--- config.mk ---
export PLATFORM = sky130hd
export DESIGN_NAME = turn_timer_ctrl_flat
export DESIGN_NICKNAME = d
export VERILOG_FILES = /design/src/rtl/turn_timer_ctrl_if.sv /design/src/rtl/turn_timer_ctrl.sv /design/src/flat_wrapper.sv
export SDC_FILE = /design/constraint.sdc
export NUM_CORES = 1
export LEC_CHECK = 0
export CAP_MARGIN = 10
export CORE_ASPECT_RATIO = 1.1
export CORE_MARGIN = 3
export CORE_UTILIZATION = 52
export CTS_BUF_LIST = sky130_fd_sc_hd__clkbuf_8
export DETAILED_ROUTE_END_ITERATION = 8
export GPL_ROUTABILITY_DRIVEN = 0
export PLACE_DENSITY = 0.91
export SLEW_MARGIN = 20
export SYNTH_ARGS = -nofsm -noshare
export SYNTH_HDL_FRONTEND = slang
export SYNTH_SLANG_ARGS = --single-unit
--- constraint.sdc ---
create_clock -name clk_in -period 1.82 [get_ports clk_in]
set_input_delay 0.273 -clock clk_in [delete_from_list [all_inputs] [get_ports clk_in]]
set_output_delay 0.273 -clock clk_in [all_outputs]
set_load 0.05 [all_outputs]
--- src/rtl/turn_timer_ctrl_if.sv ---
// Signal bundle between the turn controller and its environment (board logic, turn timer,
// VGA status overlay). The controller connects through the slave modport.
interface turn_timer_ctrl_if;
    logic       start_in;
    logic       move_valid_in;
    logic       game_over_in;
    logic       timer_done_in;
    logic [3:0] timer_count_in;
    logic       auto_move_ack_in;
    logic       timer_rst_out;
    logic       auto_move_req_out;
    logic       player_out;
    logic [3:0] time_left_out;
    logic [3:0] turn_count_out;
    logic       forfeit_out;
    logic       winner_out;
    logic       warn_out;

    modport master (
        output start_in,
        output move_valid_in,
        output game_over_in,
        output timer_done_in,
        output timer_count_in,
        output auto_move_ack_in,
        input  timer_rst_out,
        input  auto_move_req_out,
        input  player_out,
        input  time_left_out,
        input  turn_count_out,
        input  forfeit_out,
        input  winner_out,
        input  warn_out
    );

    modport slave (
        input  start_in,
        input  move_valid_in,
        input  game_over_in,
        input  timer_done_in,
        input  timer_count_in,
        input  auto_move_ack_in,
        output timer_rst_out,
        output auto_move_req_out,
        output player_out,
        output time_left_out,
        output turn_count_out,
        output forfeit_out,
        output winner_out,
        output warn_out
    );
endinterface

--- src/rtl/turn_timer_ctrl.sv ---
// Two-player turn controller driving a 10 s turn timer; timeouts request an auto move or forfeit.
// Optional low-time warning output is built only when TURN_WARN_EN is defined.
module turn_timer_ctrl #(
    parameter int unsigned MAX_TIMEOUTS = 2,
    parameter int unsigned WARN_SECS    = 3
) (
    input logic              clk_in,
    input logic              rst_in,
    turn_timer_ctrl_if.slave bus
);

    if (MAX_TIMEOUTS == 0 || MAX_TIMEOUTS > 3) begin : g_bad_max_timeouts
        $error("MAX_TIMEOUTS must be in 1..3");
    end
    if (WARN_SECS > 10) begin : g_bad_warn_secs
        $error("WARN_SECS must be in 0..10");
    end

    typedef enum logic [2:0] {
        StIdle,
        StArm,
        StRun,
        StAuto,
        StSwitch,
        StDone
    } state_e;

    localparam logic [1:0] MaxStreak = 2'(MAX_TIMEOUTS);

    state_e          state_q;
    logic            timer_rst_q;
    logic            auto_req_q;
    logic            player_q;
    logic [3:0]      time_left_q;
    logic [3:0]      turn_count_q;
    logic            forfeit_q;
    logic            winner_q;
    logic [1:0][1:0] streak_q;

    logic [3:0] count_sat;
    logic [3:0] run_left;
    logic [1:0] cur_streak;
    logic [1:0] streak_inc;
    logic       forfeit_hit;
    logic [3:0] turn_inc;

    always_comb begin
        count_sat   = (bus.timer_count_in > 4'd9) ? 4'd9 : bus.timer_count_in;
        run_left    = 4'd10 - count_sat;
        cur_streak  = streak_q[player_q];
        streak_inc  = (cur_streak == 2'd3) ? 2'd3 : cur_streak + 2'd1;
        forfeit_hit = (streak_inc == MaxStreak);
        turn_inc    = (turn_count_q >= 4'd9) ? 4'd9 : turn_count_q + 4'd1;
    end

`ifdef TURN_WARN_EN
    localparam logic [3:0] WarnLvl = 4'(WARN_SECS);

    logic warn_q;
    logic warn_hit;

    assign warn_hit = (run_left <= WarnLvl);
`endif

    always_ff @(posedge clk_in or posedge rst_in) begin
        if (rst_in) begin
            state_q      <= StIdle;
            timer_rst_q  <= 1'b1;
            auto_req_q   <= 1'b0;
            player_q     <= 1'b0;
            time_left_q  <= 4'd10;
            turn_count_q <= 4'd0;
            forfeit_q    <= 1'b0;
            winner_q     <= 1'b0;
            streak_q     <= '0;
`ifdef TURN_WARN_EN
            warn_q       <= 1'b0;
`endif
        end else begin
            // Overlay shows the full 10 s whenever the next state is not RUN.
            time_left_q <= 4'd10;
`ifdef TURN_WARN_EN
            warn_q      <= 1'b0;
`endif
            unique case (state_q)
                StIdle, StDone: begin
                    timer_rst_q <= 1'b1;
                    if (bus.start_in) begin
                        state_q      <= StArm;
                        player_q     <= 1'b0;
                        turn_count_q <= 4'd0;
                        streak_q     <= '0;
                        forfeit_q    <= 1'b0;
                    end
                end
                StArm: begin
                    state_q     <= StRun;
                    timer_rst_q <= 1'b0;
                    time_left_q <= run_left;
`ifdef TURN_WARN_EN
                    warn_q      <= warn_hit;
`endif
                end
                StRun: begin
                    if (bus.game_over_in) begin
                        state_q     <= StDone;
                        timer_rst_q <= 1'b1;
                    end else if (bus.move_valid_in) begin
                        state_q            <= StSwitch;
                        timer_rst_q        <= 1'b1;
                        streak_q[player_q] <= 2'd0;
                    end else if (bus.timer_done_in) begin
                        streak_q[player_q] <= streak_inc;
                        timer_rst_q        <= 1'b1;
                        if (forfeit_hit) begin
                            state_q   <= StDone;
                            forfeit_q <= 1'b1;
                            winner_q  <= ~player_q;
                        end else begin
                            state_q    <= StAuto;
                            auto_req_q <= 1'b1;
                        end
                    end else begin
                        time_left_q <= run_left;
`ifdef TURN_WARN_EN
                        warn_q      <= warn_hit;
`endif
                    end
                end
                StAuto: begin
                    timer_rst_q <= 1'b1;
                    if (bus.game_over_in) begin
                        state_q    <= StDone;
                        auto_req_q <= 1'b0;
                    end else if (bus.auto_move_ack_in) begin
                        state_q    <= StSwitch;
                        auto_req_q <= 1'b0;
                    end
                end
                StSwitch: begin
                    state_q      <= StArm;
                    timer_rst_q  <= 1'b1;
                    player_q     <= ~player_q;
                    turn_count_q <= turn_inc;
                end
                default: begin
                    state_q     <= StIdle;
                    timer_rst_q <= 1'b1;
                    auto_req_q  <= 1'b0;
                end
            endcase
        end
    end

    assign bus.timer_rst_out     = timer_rst_q;
    assign bus.auto_move_req_out = auto_req_q;
    assign bus.player_out        = player_q;
    assign bus.time_left_out     = time_left_q;
    assign bus.turn_count_out    = turn_count_q;
    assign bus.forfeit_out       = forfeit_q;
    assign bus.winner_out        = winner_q;
`ifdef TURN_WARN_EN
    assign bus.warn_out          = warn_q;
`else
    assign bus.warn_out          = 1'b0;
`endif

endmodule

--- src/flat_wrapper.sv ---
// flat-port wrapper written by rule: the top's interface ports become plain ports
module turn_timer_ctrl_flat 
#(
    parameter int unsigned MAX_TIMEOUTS = 2,
    parameter int unsigned WARN_SECS    = 3
)
  (clk_in, rst_in, bus_start_in, bus_move_valid_in, bus_game_over_in, bus_timer_done_in, bus_timer_count_in, bus_auto_move_ack_in, bus_timer_rst_out, bus_auto_move_req_out, bus_player_out, bus_time_left_out, bus_turn_count_out, bus_forfeit_out, bus_winner_out, bus_warn_out);
  turn_timer_ctrl_if bus_i ();
  input logic clk_in;
  input logic rst_in;
  input wire logic [$bits(bus_i.start_in)-1:0] bus_start_in;
  input wire logic [$bits(bus_i.move_valid_in)-1:0] bus_move_valid_in;
  input wire logic [$bits(bus_i.game_over_in)-1:0] bus_game_over_in;
  input wire logic [$bits(bus_i.timer_done_in)-1:0] bus_timer_done_in;
  input wire logic [$bits(bus_i.timer_count_in)-1:0] bus_timer_count_in;
  input wire logic [$bits(bus_i.auto_move_ack_in)-1:0] bus_auto_move_ack_in;
  output wire logic [$bits(bus_i.timer_rst_out)-1:0] bus_timer_rst_out;
  output wire logic [$bits(bus_i.auto_move_req_out)-1:0] bus_auto_move_req_out;
  output wire logic [$bits(bus_i.player_out)-1:0] bus_player_out;
  output wire logic [$bits(bus_i.time_left_out)-1:0] bus_time_left_out;
  output wire logic [$bits(bus_i.turn_count_out)-1:0] bus_turn_count_out;
  output wire logic [$bits(bus_i.forfeit_out)-1:0] bus_forfeit_out;
  output wire logic [$bits(bus_i.winner_out)-1:0] bus_winner_out;
  output wire logic [$bits(bus_i.warn_out)-1:0] bus_warn_out;
  assign bus_i.start_in = bus_start_in;
  assign bus_i.move_valid_in = bus_move_valid_in;
  assign bus_i.game_over_in = bus_game_over_in;
  assign bus_i.timer_done_in = bus_timer_done_in;
  assign bus_i.timer_count_in = bus_timer_count_in;
  assign bus_i.auto_move_ack_in = bus_auto_move_ack_in;
  assign bus_timer_rst_out = bus_i.timer_rst_out;
  assign bus_auto_move_req_out = bus_i.auto_move_req_out;
  assign bus_player_out = bus_i.player_out;
  assign bus_time_left_out = bus_i.time_left_out;
  assign bus_turn_count_out = bus_i.turn_count_out;
  assign bus_forfeit_out = bus_i.forfeit_out;
  assign bus_winner_out = bus_i.winner_out;
  assign bus_warn_out = bus_i.warn_out;
  turn_timer_ctrl #(.MAX_TIMEOUTS(MAX_TIMEOUTS), .WARN_SECS(WARN_SECS)) u_core (.clk_in(clk_in), .rst_in(rst_in), .bus(bus_i));
endmodule
# Word level (Yosys, flattened, before mapping)

Cells that the tools add are included.

Bits in registers: 20
Bits of input ports: 11
Output and inout port bits: 14
Logic and storage cells: 95

$add $sub $neg: 3
Magnitude comparators: 4
Equal/unequal tests: 16
Mux-type cells: 44
Bitwise operators: 6
Reduce and logical (&&, ||, !) cells: 12

Operators by type and width:

| operator              | count |
|---|---|
| $mux W4               | 9 |
| $pmux W4 S2           | 3 |
| $mux W3               | 7 |
| $pmux W3 S5           | 1 |
| $mux W1               | 14 |
| $reduce_and A6 Y1     | 2 |
| $ne A2 B2 Y1 const B  | 5 |
| $mux W2               | 4 |
| $eq A3 B2 Y1 const B  | 2 |
| $eq A3 B3 Y1 const B  | 2 |
| $ne A3 B3 Y1 const B  | 2 |
| $pmux W1 S2           | 3 |
| $reduce_and A5 Y1     | 1 |
| $add A4 B1 Y4 const B | 1 |
| $and A4 B4 Y4         | 1 |
| $bwmux W4             | 1 |
| $eq A2 B2 Y1 const B  | 2 |
| $ge A4 B4 Y1 const B  | 1 |
| $gt A4 B4 Y1 const B  | 1 |
| $ne A4 B4 Y1 const B  | 1 |
| $not A1 Y1            | 4 |
| $not A4 Y4            | 1 |
| $reduce_and A4 Y1     | 1 |
| $reduce_bool A2 Y1    | 2 |
| 14 further kinds      | 14 |

# Logic depth before layout (Yosys ltp)

Word-level depth: 10
Mapped depth: 5
Depth with buffers taken out: 5

# Least setup slack after synthesis

No wires, ideal clock.

Path type: register -> register
From: register u_core.turn_count_q[0] (netlist: u_core.bus.turn_count_out[0])
To: register u_core.turn_count_q[2] (netlist: u_core.bus.turn_count_out[2])
Library setup time: 0.131 ns
Arrival: 1.627 ns
Data required time: 1.689 ns
Slack: 0.062 ns
Cell stages (with the launch flop): 6
Path buffers: 0
Period minus slack after synthesis: 1.758 ns
Path through: dfrtp_1 -> inv_1 -> ha_1 -> or2b_1 -> a2111oi_4 -> or3_1

Word-level cells in the longest chain between the ends: 3
Elaborated cells on any way between the ends: 4
Those cells by class: add/sub: 1; order compare: 1; mux: 2

RTL lines:

| element                                              | line                   | text |
|---|---|---|
| start: declaration                                   | turn_timer_ctrl.sv:35  | `logic [3:0] turn_count_q;` |
| start signal: assignment                             | turn_timer_ctrl.sv:144 | `turn_count_q <= turn_inc;` |
| $add A4 B1 Y4 / $ge A4 B4 Y1 (equally long branches) | turn_timer_ctrl.sv:53  | `turn_inc = (turn_count_q >= 4'd9) ? 4'd9 : turn_count_q + 4'd1;` |
| $mux W4 *                                            | turn_timer_ctrl.sv:53  |  |
| $pmux W4 S2 *                                        | turn_timer_ctrl.sv:85  | `unique case (state_q)` |

Mark *: on every way between the ends. The rest lies on a longest branch, timed or not.
A chain may end at the register's enable or synchronous reset.

# Worst setup path in the final report

From: register u_core.state_q[0]
To: register u_core.turn_count_q[2] (netlist: u_core.bus.turn_count_out[2])

Word-level cells in the longest chain between the ends: 4
Elaborated cells on any way between the ends: 8
Those cells by class: eq/ne: 3; mux: 1; reduce/logical: 4

RTL lines:

| element                                                                    | line                  | text |
|---|---|---|
| start: declaration                                                         | turn_timer_ctrl.sv:30 | `state_e state_q;` |
| start signal: assignment                                                   | turn_timer_ctrl.sv:67 | `state_q <= StIdle;` |
| start signal: assignment                                                   | turn_timer_ctrl.sv:89 | `state_q <= StArm;` |
| start signal: assignment                                                   | turn_timer_ctrl.sv:97 | `state_q <= StRun;` |
| $eq A3 B3 Y1 / $logic_not A3 Y1 (equally long branches)                    | turn_timer_ctrl.sv:85 |  |
| $reduce_or A2 Y1                                                           | turn_timer_ctrl.sv:85 |  |
| $ne A2 B2 Y1 (no source line) / $reduce_bool A2 Y1 (equally long branches) | -                     |  |
| $reduce_and A2 Y1 (no source line)                                         | -                     |  |

Parallel ways exist; a longest one is shown, timed or not.

==> results.md <==
- Post-CTS sizing: 0
- Rows: 17
- Hold Path Class: primary input to asynchronous set/reset pin
- RSZ-0062 raised after global routing: no
- Status: finished clean
- Number of remaining DRC errors: 0
- CTS H-tree depth: 1
- Area grow syn2layout: 26.1%
- Detailed Route WL: 2370 microns
- Initial Util: 56.8%
- Final Core Density: 71.6%
- Cell family contributing the most delay on the critical path: simple AND/OR/NAND/NOR gates
- Initial antenna violation count: 0
- Clock Latency Late Sink: 0.25 ns
- TritonCTS clock tree: built
- Worst Path Required: 1.95 ns
- Final Hold Fails: 0
- Max Cap Viol: 0
- Stages on the worst setup path: 3
- Seq pwr share: about a third
- Register bit total from synthesis: 20
- Dpl cells: 171
- Sink Count: 20
- CTS Buf Count: 3
- Max-slew headroom: between 60% and 70%
- Pre-CTS WS: 0.0231 ns
- Clock Path Buffers: 2
- Crit end category: flop
- Die Y-Extent: between 50 and 60 microns
- Die area: 2890 sq um
- Number of nets with antenna violations after routing: 0
- CP Cell Sequence: or3b_1 -> o211a_1 -> or3_1
- I/O Pins: 25
- Commonest non-fill, non-tap cells in the layout: 17 x buf_4, 17 x dfrtp_1, 16 x inv_1, 15 x clkdlybuf4s50_1, 7 x nor2_1
- Syn Nets: ~130
- Syn Inst Count: about 120
- Max IR drop VDD: 1.23 mV
- Power Density: 1520 nW/um^2
- Leak pwr: around 0.66 nW
- Post-CTS Hold Buffers: 0
- Final period util: between 90% and 100%
- Pin count of the biggest net entering global routing: 21
- Clock power share: between 10% and 20%
- Switching power total: 0.00103 W
- Post-CTS Setup Bufs: 0
- Setup Crit Path Kind: flop to flop
- Ranking of synthesized cells by area: dfrtp_1 36%, dfstp_2 6.7%, inv_1 4.8%, ha_1 4.2%, nor3b_1 3.2%
- Buf+Inv Stages, Crit Path: 0
- Final non-filler cell total: approximately 180
- Worst-Margin Slew: 0.496 ns
- Fin crit period: 1.69 ns
- Sequential fraction of the synthesis area: 42.6%
- Synth cell types: 44
- Area share of the largest cell type after synthesis: 35.9%
- Critical path peak fanout: 10
- Delay of the slowest cell on the worst path: 0.57 ns
- Critical path launch point type: flop
- PortBufs: 23
- Hpwl dp: 1850 microns
- Synthesized area per cell: just over 10 sq um
- Worst setup margin: 0.134 ns
- Worst EP arrival: between 1.5 and 2 ns
- DRT iter0 DRCs: 24
- Net Sw Frac: 45.4%
- First-pass GRT wire length: 4020 microns
- Slew Limit Fails: 0
- CTS root buffer: clkbuf_8
- GRT Overall Usage: 18.1%
- Fmax: 593 MHz
- Die width: 51.5 microns
- Number of global-route vias before repair: about 950
- Max Clock Skew: roughly 0.0013 ns
- DR vias/cell: 5.43
- Cell Area, Synth: 1180 sq um
- Drt pass-1 iters: 4
- Logic pwr share: 53.6%
- Clk slew on worst S/H paths: 0.07 ns
- Int Power: around 0.0012 W
- Final setup fails: 0
- Slowest-stage cell, CP: or3b_1
- Post-synth top area cell: dfrtp_1
- Reg2Reg Depth: 3
- YS warnings: 0
- Share of cells above drive strength 1: between 10% and 20%
- Core ar.: 2080 sq um
- Setup TNS Final: 0 ns
- Fin nets: between 150 and 200
- Diode count: 0
- Gr ovfl total: 0
- Vias: 950
- Post-DR wirelength/cell: 13.6 microns
## path summary, 6_finish.rpt
| path | from | to | slack [ns] |
|---|---|---|---|
| max in group asynchronous | rst_in | u_core.bus.time_left_out[1]$_DFF_PP1_ | 1.22 |
| worst min-delay path | rst_in | u_core.bus.turn_count_out[2]$_DFFE_PP0P_ | 0.34 |
| worst max-delay path | u_core.state_q[0]$_DFFE_PP0P_ | u_core.bus.turn_count_out[2]$_DFFE_PP0P_ | 0.13 |
| worst min register to register | u_core.bus.auto_move_req_out$_DFFE_PP0P_ | u_core.bus.auto_move_req_out$_DFFE_PP0P_ | 0.51 |
| min in group clk_in | u_core.bus.auto_move_req_out$_DFFE_PP0P_ | u_core.bus.auto_move_req_out$_DFFE_PP0P_ | 0.51 |
| worst max register to register | u_core.state_q[0]$_DFFE_PP0P_ | u_core.bus.turn_count_out[2]$_DFFE_PP0P_ | 0.13 |
## logic make-up after synthesis
family | share of synthesized area [%]
buf+inv | 8.88
compound gates | 19.1
fa+ha+maj | 4.23
other cells | 0.317
xor+xnor | 1.48
simple gates | 21.7
mux | 1.69
flops | 42.6
## cell type report
type / count / area [sq um]
Clock buffer: 3 / 41.3
Clock inverter: 1 / 3.75
Fill cell: 174 / 592
Inverter: 15 / 56.3
Multi-Input combinational cell: 76 / 574
Sequential cell: 20 / 504
Tap cell: 28 / 35.0
Timing Repair Buffer: 32 / 278
## cells in the mapped netlist, drive strengths merged
library cell,instances
dfstp,3
o21a,1
a211oi,2
o211a,1
nor2b,4
inv,15
a21oi,4
nor3,2
a2111oi,1
o31ai,2
or2b,2
or3,4
clkbuf,2
nand3,1
o211ai,1
nor3b,5
or3b,1
nor2,7
ha,4
nor4b,2
or4b,1
buf,4
o21ai,5
nand3b,3
conb,1
nand2b,1
mux2i,2
and3b,1
o221a,1
o311ai,1
o32ai,4
o221ai,1
a32o,1
nand2,2
or2,1
a31oi,1
dfrtp,17
and2b,1
xnor2,1
o22ai,3
xor2,1
## tightest hold or removal path, stage by stage
cell	delay (ns)
clkdlybuf4s50_1	0.39
inv_1	0.05
buf_4	0.26
## per-stage QoR
stage	hold WS [ns]	cell area [sq um]	total power (W)
global route	0.373	1490	0.00241
finish	0.336	1490	0.00226
CTS	0.344	1490	0.00227
floorplan	0.235	1180	0.00164
detailed placement	0.490	1450	0.00199
global placement	0.486	1450	0.00194
## power groups by stage
| stage | sequential (W) | combinational, W | clock [W] |
|---|---|---|---|
| after floorplan | 0.00106 | 0.000580 | 0 |
| after global placement | 0.000760 | 0.00118 | 0 |
| after detailed placement | 0.000771 | 0.00122 | 0 |
| after CTS | 0.000764 | 0.00122 | 0.000291 |
| after global routing | 0.000790 | 0.00130 | 0.000312 |
| final | 0.000766 | 0.00121 | 0.000285 |
## layer usage
metal  wire, microns  track usage, %  share of wire, %
met5               0               0                 0
met1            1030            22.0                43
met2            1210            30.5                51
met3              86            2.68               3.6
met4              48            8.99               2.0
## state kept, by name, summed over array words and instances (netlist names)
register	count
u_core.bus.forfeit_out	1
u_core.bus.player_out	1
u_core.bus.turn_count_out	4
u_core.state_q	3
u_core.streak_q	4
u_core.bus.auto_move_req_out	1
u_core.bus.time_left_out	4
u_core.bus.timer_rst_out	1
u_core.bus.winner_out	1
Power figures use the tool's default switching activity.
